File: src/rtl/alarm_pkg.sv
// Shared definitions for the alarm clock: FSM encoding, BCD limits and reset alarm.
package alarm_pkg;

  typedef enum logic [1:0] {
    ST_IDLE    = 2'd0,
    ST_RINGING = 2'd1,
    ST_SNOOZED = 2'd2
  } alarm_state_t;

  localparam int MAX_SEC  = 59;
  localparam int MAX_MIN  = 59;
  localparam int MAX_HOUR = 23;

  localparam int SEC_MOD  = MAX_SEC + 1;
  localparam int MIN_MOD  = MAX_MIN + 1;
  localparam int HOUR_MOD = MAX_HOUR + 1;

  localparam logic [7:0] ALARM_RST_HH = 8'h06;
  localparam logic [7:0] ALARM_RST_MM = 8'h00;

  // Convert a small binary value (0..99) to packed BCD.
  function automatic logic [7:0] bin_to_bcd(input int v);
    logic [7:0] r;
    r[7:4] = 4'(v / 10);
    r[3:0] = 4'(v % 10);
    return r;
  endfunction

endpackage

File: src/rtl/bcd_mod_counter.sv
// Two-digit packed-BCD counter that wraps at MOD-1 and flags the wrap as carry.
module bcd_mod_counter
  import alarm_pkg::*;
#(
  parameter int         MOD     = 60,
  parameter logic [7:0] RST_VAL = 8'h00
) (
  input  logic       clk,
  input  logic       rst,
  input  logic       clr,
  input  logic       en,
  input  logic       inc,
  output logic [7:0] value,
  output logic       carry
);

  localparam logic [7:0] MAX_BCD = bin_to_bcd(MOD - 1);

  logic [7:0] value_reg;
  logic       step;
  logic       at_max;

  assign step   = en & inc;
  assign at_max = (value_reg == MAX_BCD);
  assign carry  = step & at_max;
  assign value  = value_reg;

  // Advance the units digit, rolling into tens at 9 and back to 00 at the modulus.
  always_ff @(posedge clk) begin
    if (rst) begin
      value_reg <= RST_VAL;
    end else if (clr) begin
      value_reg <= 8'h00;
    end else if (step) begin
      if (at_max) begin
        value_reg <= 8'h00;
      end else if (value_reg[3:0] == 4'd9) begin
        value_reg <= {value_reg[7:4] + 4'd1, 4'd0};
      end else begin
        value_reg <= {value_reg[7:4], value_reg[3:0] + 4'd1};
      end
    end
  end

endmodule

File: src/rtl/alarm_timekeeper.sv
// BCD time-of-day clock with settable alarm, auto-stop ringing and snooze.
module alarm_timekeeper
  import alarm_pkg::*;
#(
  parameter int RING_SEC   = 60,
  parameter int SNOOZE_SEC = 300
) (
  input  logic       clk,
  input  logic       rst,
  input  logic       tick,
  input  logic       set_time,
  input  logic       set_alarm,
  input  logic       inc_hour,
  input  logic       inc_min,
  input  logic       alarm_en,
  input  logic       snooze,
  input  logic       stop,
  output logic [7:0] hh,
  output logic [7:0] mm,
  output logic [7:0] ss,
  output logic [7:0] alarm_hh,
  output logic [7:0] alarm_mm,
  output logic       ring
);

  localparam int CNT_MAX = (RING_SEC > SNOOZE_SEC) ? RING_SEC : SNOOZE_SEC;
  localparam int CW      = $clog2(CNT_MAX + 1);
  localparam logic [CW-1:0] RING_LOAD   = CW'(RING_SEC);
  localparam logic [CW-1:0] SNOOZE_LOAD = CW'(SNOOZE_SEC);

  logic count_mode;
  logic alarm_edit;
  logic ss_carry;
  logic mm_carry;
  logic mm_inc;
  logic hh_inc;
  logic unused_hh_carry;
  logic unused_amm_carry;
  logic unused_ahh_carry;
  logic unused_carries;

  // Time counts on ticks unless being edited; editing steps minutes/hours
  // directly and never lets a minute wrap ripple into the hour.
  assign count_mode = ~set_time;
  assign alarm_edit = set_alarm & ~set_time;
  assign mm_inc     = set_time ? inc_min  : ss_carry;
  assign hh_inc     = set_time ? inc_hour : mm_carry;
  assign unused_carries = unused_hh_carry ^ unused_amm_carry ^ unused_ahh_carry;

  bcd_mod_counter #(.MOD(SEC_MOD), .RST_VAL(8'h00)) u_ss (
    .clk(clk), .rst(rst), .clr(set_time), .en(count_mode), .inc(tick),
    .value(ss), .carry(ss_carry)
  );

  bcd_mod_counter #(.MOD(MIN_MOD), .RST_VAL(8'h00)) u_mm (
    .clk(clk), .rst(rst), .clr(1'b0), .en(1'b1), .inc(mm_inc),
    .value(mm), .carry(mm_carry)
  );

  bcd_mod_counter #(.MOD(HOUR_MOD), .RST_VAL(8'h00)) u_hh (
    .clk(clk), .rst(rst), .clr(1'b0), .en(1'b1), .inc(hh_inc),
    .value(hh), .carry(unused_hh_carry)
  );

  bcd_mod_counter #(.MOD(MIN_MOD), .RST_VAL(ALARM_RST_MM)) u_alarm_mm (
    .clk(clk), .rst(rst), .clr(1'b0), .en(alarm_edit), .inc(inc_min),
    .value(alarm_mm), .carry(unused_amm_carry)
  );

  bcd_mod_counter #(.MOD(HOUR_MOD), .RST_VAL(ALARM_RST_HH)) u_alarm_hh (
    .clk(clk), .rst(rst), .clr(1'b0), .en(alarm_edit), .inc(inc_hour),
    .value(alarm_hh), .carry(unused_ahh_carry)
  );

  alarm_state_t  state_reg;
  logic [CW-1:0] cnt_reg;
  logic          tick_seen_reg;
  logic          ring_reg;
  logic          alarm_hit;

  // The time registered on the previous edge came from a counting tick and
  // equals the alarm setting; checking one edge later gives the ring latency.
  assign alarm_hit = tick_seen_reg & alarm_en & ~set_time &
                     (hh == alarm_hh) & (mm == alarm_mm) & (ss == 8'h00);

  assign ring = ring_reg;

  // Alarm FSM with ring/snooze second counter; ring is registered alongside the state.
  always_ff @(posedge clk) begin
    if (rst) begin
      state_reg     <= ST_IDLE;
      cnt_reg       <= '0;
      tick_seen_reg <= 1'b0;
      ring_reg      <= 1'b0;
    end else begin
      tick_seen_reg <= tick & ~set_time;
      case (state_reg)
        ST_IDLE: begin
          if (alarm_hit) begin
            state_reg <= ST_RINGING;
            cnt_reg   <= RING_LOAD;
            ring_reg  <= 1'b1;
          end
        end
        ST_RINGING: begin
          if (stop || !alarm_en) begin
            state_reg <= ST_IDLE;
            cnt_reg   <= '0;
            ring_reg  <= 1'b0;
          end else if (snooze) begin
            state_reg <= ST_SNOOZED;
            cnt_reg   <= SNOOZE_LOAD;
            ring_reg  <= 1'b0;
          end else if (tick) begin
            if (cnt_reg <= CW'(1)) begin
              state_reg <= ST_IDLE;
              cnt_reg   <= '0;
              ring_reg  <= 1'b0;
            end else begin
              cnt_reg <= cnt_reg - CW'(1);
            end
          end
        end
        ST_SNOOZED: begin
          if (stop || !alarm_en) begin
            state_reg <= ST_IDLE;
            cnt_reg   <= '0;
            ring_reg  <= 1'b0;
          end else if (tick) begin
            if (cnt_reg <= CW'(1)) begin
              state_reg <= ST_RINGING;
              cnt_reg   <= RING_LOAD;
              ring_reg  <= 1'b1;
            end else begin
              cnt_reg <= cnt_reg - CW'(1);
            end
          end
        end
        default: begin
          state_reg <= ST_IDLE;
          cnt_reg   <= '0;
          ring_reg  <= 1'b0;
        end
      endcase
    end
  end

endmodule

File: config.mk
export PLATFORM = sky130hd
export DESIGN_NAME = alarm_timekeeper
export DESIGN_NICKNAME = d
export VERILOG_FILES = /design/src/rtl/alarm_pkg.sv /design/src/rtl/bcd_mod_counter.sv /design/src/rtl/alarm_timekeeper.sv
export SDC_FILE = /design/constraint.sdc
export NUM_CORES = 1
export LEC_CHECK = 0
export ABC_AREA = 1
export CAP_MARGIN = 5
export CORE_MARGIN = 4
export CORE_UTILIZATION = 30
export DETAILED_ROUTE_END_ITERATION = 7
export SYNTH_ARGS = -nofsm -noshare
export SYNTH_HDL_FRONTEND = slang
export SYNTH_SLANG_ARGS = --single-unit
File: constraint.sdc
create_clock -name clk -period 3.3 [get_ports clk]
set_input_delay 0.66 -clock clk [delete_from_list [all_inputs] [get_ports clk]]
set_output_delay 0.66 -clock clk [all_outputs]
set_load 0.02 [all_outputs]
* Yosys cells after proc, flatten, opt, wreduce, memory -nomap -nowiden *
Index checks and enable logic that the tools add are counted.

operators by class
  add/sub/neg operators = 11
  order comparisons = 1
  eq/ne operators = 19
  mux-type cells = 39
  bitwise gates (word level) = 12
  reduce and logical (&&, ||, !) cells = 17

operator list
  operator                                                                number
  8-bit two-way mux                                                       10
  9-bit two-way mux                                                       8
  4-bit by 1-bit adder with 4-bit output (second input constant)          10
  9-bit case mux with 3 select lines                                      1
  8-bit by 7-bit equality test with 1-bit output (second input constant)  3
  4-bit equality test (second input constant)                             5
  8-bit by 6-bit equality test with 1-bit output (second input constant)  2
  8-bit equality test                                                     2
  2-bit two-way mux                                                       8
  1-bit bitwise AND                                                       11
  1-bit two-way mux                                                       10
  2-bit AND reduction                                                     5
  2-bit nonzero test                                                      5
  9-bit by 1-bit <= comparator with 1-bit output (second input constant)  1
  9-bit by 1-bit subtractor with 9-bit output (second input constant)     1
  8-bit zero test                                                         1
  4-bit != test (second input constant)                                   2
  3-bit != test (second input constant)                                   2
  2-bit case mux with 3 select lines                                      1
  5-bit AND reduction                                                     1
  1-bit case mux with 3 select lines                                      1
  3-bit AND reduction                                                     1
  2-bit by 1-bit equality test with 1-bit output (second input constant)  1
  2-bit equality test (second input constant)                             1
  6 further kinds                                                         6

storage, ports and cells
  register bits = 53
  input port bits = 10

* Longest topological paths before layout *
Gate-level depths: netlist of run 1.

  word-level depth = 7
  depth in mapped cells = 13
  gate-level depth less buffers = 12

* Modules after synthesis *
From an unflattened synthesis of run 1, not the netlist that was laid out.

second synthesis, totals
  cell total of the unflattened synthesis = 580
  area total of the unflattened synthesis = 3637.2 µm²

modules (own cells, without submodules)
  module                             times used  cells each  area an instance (µm²)  sequential area each (µm²)
  alarm_timekeeper                   1           245         1315.0                  260.2
  bcd_mod_counter at u_alarm_mm ...  2           65          444.2                   160.2
  bcd_mod_counter at u_alarm_hh      1           71          536.8                   160.2
  bcd_mod_counter at u_ss            1           68          461.7                   160.2
  bcd_mod_counter at u_hh            1           66          435.4                   160.2

* Worst setup path after synthesis of run 1 *
No wires, ideal clock.

  kind = input -> register
  from = input alarm_en
  to = register cnt_reg[1]
  data arrival time = 1.505 ns
  setup slack = 1.667 ns
  stages on the path = 10
  path buffers = 1
  cells stage by stage = inv_1 > nor2_2 > nand2_1 > o21ai_2 > nand2_1 > nand2_2 > buf_6 > nand2_2 > o21ai_1 > nor2_1

between the ends
  word-level cells in the longest chain between the ends = 7

ends and longest elaborated chain
  item                             line                     source
  from (decl)                      alarm_timekeeper.sv:15   input logic alarm_en,
  1-bit bitwise AND (3 in series)  alarm_timekeeper.sv:83   assign alarm_hit = tick_seen_reg & alarm_en & ~set_time &
  1-bit bitwise AND (2 in series)  alarm_timekeeper.sv:84   (hh == alarm_hh) & (mm == alarm_mm) & (ss == 8'h00);
  2-bit != test (no line)          n/a
  3-bit AND reduction (no line)    n/a
  to (signal assigned)             alarm_timekeeper.sv:120  cnt_reg <= cnt_reg - CW'(1);
  to (signal assigned)             alarm_timekeeper.sv:135  cnt_reg <= cnt_reg - CW'(1);
  to (decl)                        alarm_timekeeper.sv:76   logic [CW-1:0] cnt_reg;

Parallel ways exist; a longest one is shown, timed or not.
A chain may end at the register's enable or synchronous reset.

* Worst setup path after layout of run 1 *
  from = input set_time
  to = register cnt_reg[7]

between the ends
  word-level cells in the longest chain between the ends = 7

ends and longest elaborated chain
  item                             line                    source
  from (decl)                      alarm_timekeeper.sv:11  input logic set_time,
  1-bit NOT                        alarm_timekeeper.sv:83
  1-bit bitwise AND (2 in series)  alarm_timekeeper.sv:83
  1-bit bitwise AND (2 in series)  alarm_timekeeper.sv:84
  2-bit != test (no line)          n/a
  3-bit AND reduction (no line)    n/a

No other way between the ends.

==> results.md, run 1 <==
- Status: completed
- Max Clk Rate: 457.6 MHz
- Syn-to-layout area delta: 23.94%
- Total GRT Usage: 0.1315
- GRT Residual Overflow: 0
- Worst hold margin: 0.4941 ns
- Initial DRC Count: 150
- Vias in the first global route: 3028
- N_diodes: 0
- Post-CTS Resized: 0
- Register bit total from synthesis: 53
- # IOs: 51
- Fill count: 1101
- Tcrit/Tclk final: 0.6622
- Slowest stage delay, CP: 0.54 ns
- Starting Density: 0.3111
- Sequential cell area fraction in the yosys report: 0.3274
- Setup TNS: 0 ns
- H-tree depth: 2
- Total vias in the final route: 3165
- Multi-input combinational cell area: 1891 um2
- Post-route antenna net violation count: 0
- First-pass GRT wire length: 13990 um
- Tightest Hold Check Type: register to register
- Hold Buf Count CTS: 0
- Ys flop type: dfxtp_1
- Drt first pass iters: 5
- Hold Fails Final Rpt: 0
- Final HPWL DP: 6454 um
- Syn_area_per_cell: 6.668 um2
- Detailed-route wire length: 8160 um
- TritonCTS buffer count: 5
- Setup crit end kind: register
- Max FFs per register: 9
- Tmin final: 2.185 ns
- Worst-Skew Late Latency: 0.30 ns
- Power Dens Cells: 315.4 nW/um2
- WP data required: 3.52 ns
- Die Wd: 111.9 um
- Final #Nets: 575
- Worst rel slew slack: 0.6797
- Final Slew Violations: 0
- Synth unique cells: 38
- R2R Setup Slk: 1.41 ns
- Reg clk slew, reported paths: 0.10 ns
- Die height: 111.9 um
- Share of post-route cells with drive strength above 1: 0.06273
- Yosys top cell by area: dfxtp_1
- CP Launch Type: primary input
- Post-synthesis cell count: 486
- Die area: 12530 um2
- Root Buffer: clkbuf_8
- Critical path cell sequence: clkdlybuf4s50_1, inv_2, nand3_2, nor2_1, nand2_1, nor2_1, nand3_1, nand2_2, nand2_2, inv_2, nand2_1, a21oi_1
- Main area contributors after synthesis: dfxtp_1 33%, nand2_1 16%, ha_1 9.3%, inv_1 7.3%, nor2_1 7.1%
- Antenna violations before repair: 0
- Top-count cell post-synth: nand2_1
- Static leakage: 0.001660 uW
- Worst-path fanout max: 11
- CTS tree: built
- Max VDD drop: 0.2072 mV
- Number of clock sinks: 53
- Non-filler cells, final: 678
- Arr. time, crit path: 2.41 ns
- # port buffers: 50
- Sequential cell area: 1061 um2
- RSZ-0062 raised after global routing: false
- Drt drc: 0
- Synthesized net count: 520
- DR vias/cell: 4.668
- Post-synth EDFFs: 0
- Worst-margin pin slew: 0.4754 ns
- Core area: 10420 um2
- Row count: 37
- Post-CTS Setup Inserts: 0
- Dpl cells: 670
- Wire per inst: 12.04 um
- Setup CP Type: primary input to register
- Final setup viols: 0
- Synthesized area: 3241 um2
- List of most frequent post-synthesis cells: 134 x nand2_1, 63 x inv_1, 61 x nor2_1, 53 x dfxtp_1, 27 x a21oi_1
- Asr flop ratio synth: 0
- Top cell type's share of synthesized area: 0.3274
- Synth warn: 0
- Crit-path slowest cell: clkdlybuf4s50_1
- Largest net degree at the start of global routing: 21
- Skew final: 0.01418 ns
- Clk buf depth: 2
- GPL Wtd Cong: 0.8502
- Max Cap Viol: 0
-- placed cells by master, fill, tap and decap left out, types with 3 or more instances in the layout --
master and instances:
nand2_2 6, nor2_1 61, xor2_1 9, o21ai_1 3, o31ai_1 3, nor3_1 11
xnor2_1 3, inv_1 63, a211oi_1 3, dfxtp_1 53, o21ai_0 14, inv_2 8
ha_1 24, clkdlybuf4s50_1 50, clkbuf_8 6, nand4_1 11, nand3_1 26, a21oi_1 27
nor2_2 3, nand2_1 134
-- metal layers --
metal  global-route usage  vias up  part of all wire  wire length, um
met1               0.1799     1442              0.49             4021
li1                     -     1661                 -                -
met4              0.03125        0            0.0077               63
met3              0.02500        4             0.045              365
met5                    0        -                 0                0
met2               0.2146       58              0.45             3710
-- critical path, delay by kind of cell --
kind	cells	cell delay [ns]
AOI/OAI and AO/OA	1	0.14
buffers and inverters	3	0.84
and+or+nand+nor	8	0.75
-- logic make-up (layout without fill, tap and decap cells) --
family                     Yosys count  in the layout  share of synthesized area
and+or+nand+nor                    264            264                     0.3568
buffers and inverters               75            131                    0.08919
AOI/OAI and AO/OA                   58             58                     0.1015
DFF                                 53             53                     0.3274
adders and majority gates           24             24                    0.09266
xor gates and xnor gates            12             12                    0.03244
-- area by class of cell --
class	count	share of cell area
clock buffers	7	0.02150
clock inverters	1	0.007477
inverters	72	0.06729
multi-input cells	358	0.4707
flip-flops and latches	53	0.2642
well taps	136	0.04237
repair buffers	51	0.1265
-- path summary, 6_finish.rpt --
kind,startpoint,endpoint,cells past startpoint
max,set_time,cnt_reg[7],12
min,state_reg[1],state_reg[1],2
max reg2reg,u_ss.value[5],cnt_reg[7],12
min reg2reg,state_reg[1],state_reg[1],2
-- power by group --
| part | internal, uW | switching [uW] | leakage, uW |
|---|---|---|---|
| clock network | 248 | 208 | 0.0000585 |
| logic | 58.1 | 89.1 | 0.00117 |
| registers | 650 | 14.5 | 0.000429 |
| total | 955 | 312 | 0.00166 |
-- metrics by stage --
step | setup WS, ns | cell area [um2] | utilization | power (uW)
after global routing | 0.9322 | 4016 | 0.3856 | 1333
final | 1.115 | 4016 | 0.3856 | 1267
after CTS | 1.131 | 4016 | 0.3856 | 1288
after detailed placement | 0.8151 | 3900 | 0.3744 | 826.0
after floorplan | 1.667 | 3241 | - | 772.6
after global placement | 0.9292 | 3900 | 0.3744 | 825.9
No activity file was read; power rests on OpenSTA's default activity.
==> inputs of run 2 (changes only) <==
clock period = 2 ns   (was 3.3 ns; I/O delays follow)
==> run 2 against run 1 <==
Critical path depth down 11. Clock-buffer cell count down 2. Design area up 2.8%. Sequential share of layout area down 0.67 points. Via count up 0.88%. Setup slack worse by 0.97 ns. Die area unchanged. Critical path type is now register to output pin.
==> results.md, run 2 (same netlist as run 1, synthesis figures left out) <==
- Die height: 111.9 um (unchanged)
- Critical Path Start: u_alarm_hh.value[6] (was set_time)
- Initial DRC Count: 178 (was 150)
- Setup crit end kind: output pin (was register)
- Worst path buffer plus inverter count: 1 (was 3)
- Crit-path slowest cell: clkdlybuf4s50_1 (unchanged)
- Tightest Hold Check Type: register to register (unchanged)
- Arr. time, crit path: 1.45 ns (was 2.41 ns)
- CP Launch Type: register (was primary input)
- Clk buf depth: 2 (unchanged)
- Die area: 12530 um2 (unchanged)
- Slowest stage delay, CP: 0.67 ns (was 0.54 ns)
- N_diodes: 0 (unchanged)
- Antenna violations before repair: 0 (unchanged)
- Tmin final: 1.851 ns
- Total vias in the final route: 3193 (was 3165)
- Worst hold start: ring (was state_reg[1])
- R2R Setup Slk: 0.21 ns (was 1.41 ns)
- Max Cap Viol: 0 (unchanged)
- Status: completed (unchanged)
- Post-CTS Resized: 0 (unchanged)
- FF-to-FF End: cnt_reg[7] (unchanged)
- Core area: 10420 um2 (unchanged)
- Fill count: 1097 (was 1101)
- Launching point of the worst reg2reg path: u_alarm_hh.value[5] (was u_ss.value[5])
- Final Slew Violations: 0 (unchanged)
- Max FFs per register: 9 (unchanged)
- Critical path cell sequence: clkdlybuf4s50_1 (was clkdlybuf4s50_1, inv_2, nand3_2, nor2_1, nand2_1, nor2_1, nand3_1, nand2_2, nand2_2, inv_2, nand2_1, a21oi_1)
- Sequential share of power: 0.520 (was 0.524)
- Static leakage: 0.001731 uW (was 0.001660 uW)
- Internal cell power: 1554 uW (was 955.3 uW)
- Number of clock sinks: 53 (unchanged)
- Die Wd: 111.9 um (unchanged)
- Starting Density: 0.3111 (unchanged)
- Drt drc: 0 (unchanged)
- GRT Residual Overflow: 0 (unchanged)
- Tcrit/Tclk final: 0.9256
- Final #Nets: 590 (was 575)
- Setup CP Type: register to output pin (was primary input to register)
- Max Clk Rate: 540.2 MHz
- Post-route antenna net violation count: 0 (unchanged)
- Sw Pwr: 551.3 uW (was 311.6 uW)
- Worst-margin pin slew: 0.3335 ns (was 0.4754 ns)
- CTS tree: built (unchanged)
- Reg clk slew, reported paths: 0.10 ns (about the same)
- Post-CTS Setup Inserts: 0 (unchanged)
- # port buffers: 50 (unchanged)
- Total GRT Usage: 0.1339 (was 0.1315)
- Levels on crit path: 1 (was 12)
- Worst rel slew slack: 0.7763 (was 0.6797)
- # IOs: 51 (unchanged)
- Share of post-route cells with drive strength above 1: 0.09173 (was 0.06273)
- Vias in the first global route: 2965 (was 3028)
- DR vias/cell: 4.614 (was 4.668)
- Final HPWL DP: 6629 um (was 6454 um)
- Power Dens Cells: 509.8 nW/um2 (was 315.4 nW/um2)
- Root Buffer: clkbuf_8 (unchanged)
- Final setup viols: 0 (unchanged)
- WP data required: 1.60 ns (was 3.52 ns)
- RSZ-0062 raised after global routing: false (unchanged)
- Worst-path fanout max: 6 (was 11)
- Cells on worst reg2reg path: 12 (unchanged)
- Skew final: 0.01140 ns (was 0.01418 ns)
- PnR worst setup slack: 0.1488 ns (was 1.115 ns)
- Design area: 4130 um2 (was 4016 um2)
- Top delay family on crit path: buffers and inverters (unchanged)
- Area post-placement: 4013 um2 (was 3900 um2)
- Syn-to-layout area delta: 27.45% (was 23.94%)
- Max VDD drop: 0.2886 mV (was 0.2072 mV)
- First-pass GRT wire length: 14230 um (was 13990 um)
- Non-filler cells, final: 692 (was 678)
- Place WS: -0.1037 ns (was 0.8151 ns)
- Worst setup path end: alarm_hh[6] (was cnt_reg[7])
- Core Util, Final: 0.3965 (was 0.3856)
- Largest net degree at the start of global routing: 17 (was 21)
- Commonest non-fill, non-tap cells in the layout: 134 x nand2_1, 63 x inv_1, 61 x nor2_1, 51 x dfxtp_1, 50 x clkdlybuf4s50_1 (was 134 x nand2_1, 63 x inv_1, 61 x nor2_1, 53 x dfxtp_1, 50 x clkdlybuf4s50_1)
- Drt first pass iters: 4 (was 5)
- Comb pwr share: 0.126 (was 0.116)
- TritonCTS buffer count: 5 (unchanged)
- Hold Fails Final Rpt: 0 (unchanged)
- Post-route total power: 2105 uW (was 1267 uW)
- Switching part of the total: 0.2619 (was 0.2459)
- Dpl cells: 685 (was 670)
- Worst-Skew Late Latency: 0.31 ns (was 0.30 ns)
- Most common library cell in the layout ignoring fill and taps: nand2_1 (unchanged)
- GPL Wtd Cong: 0.8597 (was 0.8502)
- H-tree depth: 2 (unchanged)
- Detailed-route wire length: 8347 um (was 8160 um)
- Row count: 37 (unchanged)
- Hold Buf Count CTS: 0 (unchanged)
- Wire per inst: 12.06 um (was 12.04 um)
- Clock share of power: 0.354 (was 0.360)
==> run 2: cell types whose count changed in the layout (fill, tap and decap cells not counted) <==
| cell | previous run | this run |
|---|---|---|
| buf_4 | 1 | 16 |
| dfxtp_1 | 53 | 51 |
| dfxtp_2 | 0 | 2 |
| clkbuf_1 | 1 | 0 |
| clkbuf_8 | 6 | 5 |
| inv_2 | 8 | 7 |
| inv_4 | 0 | 1 |
| inv_6 | 0 | 1 |
| nand2_2 | 6 | 5 |
| nand2_4 | 1 | 2 |
==> run 2: worst min path at each step <==
stage,endpoint,slack [ns],depth (start not counted)
after floorplan,state_reg[1],0.45,2
after global placement,ring,0.46,2
after detailed placement,state_reg[1],0.47,2
after CTS,ring,0.49,2
after global routing,ring,0.52,2
final,ring,0.48,2
==> run 2: per-stage QoR <==
stage | TNS, ns | hold WS [ns]
4_1_cts | 0 | 0.4896
5_1_grt | 0 | 0.5210
3_3_place_gp | -0.3206 | 0.4630
6_report | 0 | 0.4838
3_5_place_dp | -0.7052 | 0.4735
2_1_floorplan | 0 | 0.4545
==> run 2: routing by layer <==
metal | GRT usage | up-vias | part of all wire | wire, um
met5 | 0 | - | 0 | 0
met4 | 0.04247 | 0 | 0.018 | 151
met3 | 0.02717 | 12 | 0.043 | 361
met2 | 0.1994 | 70 | 0.44 | 3649
met1 | 0.1938 | 1420 | 0.50 | 4184
li1 | - | 1691 | - | -
==> run 2: cell type report <==
type,instances,area [um2],area share
sequential,53,1064,0.2575
tap,136,170.2,0.04120
timing repair buffer,66,620.6,0.1503
multi-input combinational,358,1896,0.4590
clock inverter,2,38.79,0.009391
inverter,72,272.8,0.06604
clock buffer,5,68.82,0.01666
==> run 2: power by group through the flow <==
stage / Sequential, uW / Clock [uW] / Combinational (uW)
final: 1100 / 745 / 264
after global placement: 1120 / 0 / 261
after CTS: 1100 / 771 / 264
after detailed placement: 1120 / 0 / 262
after global routing: 1100 / 812 / 295
after floorplan: 1130 / 0 / 145
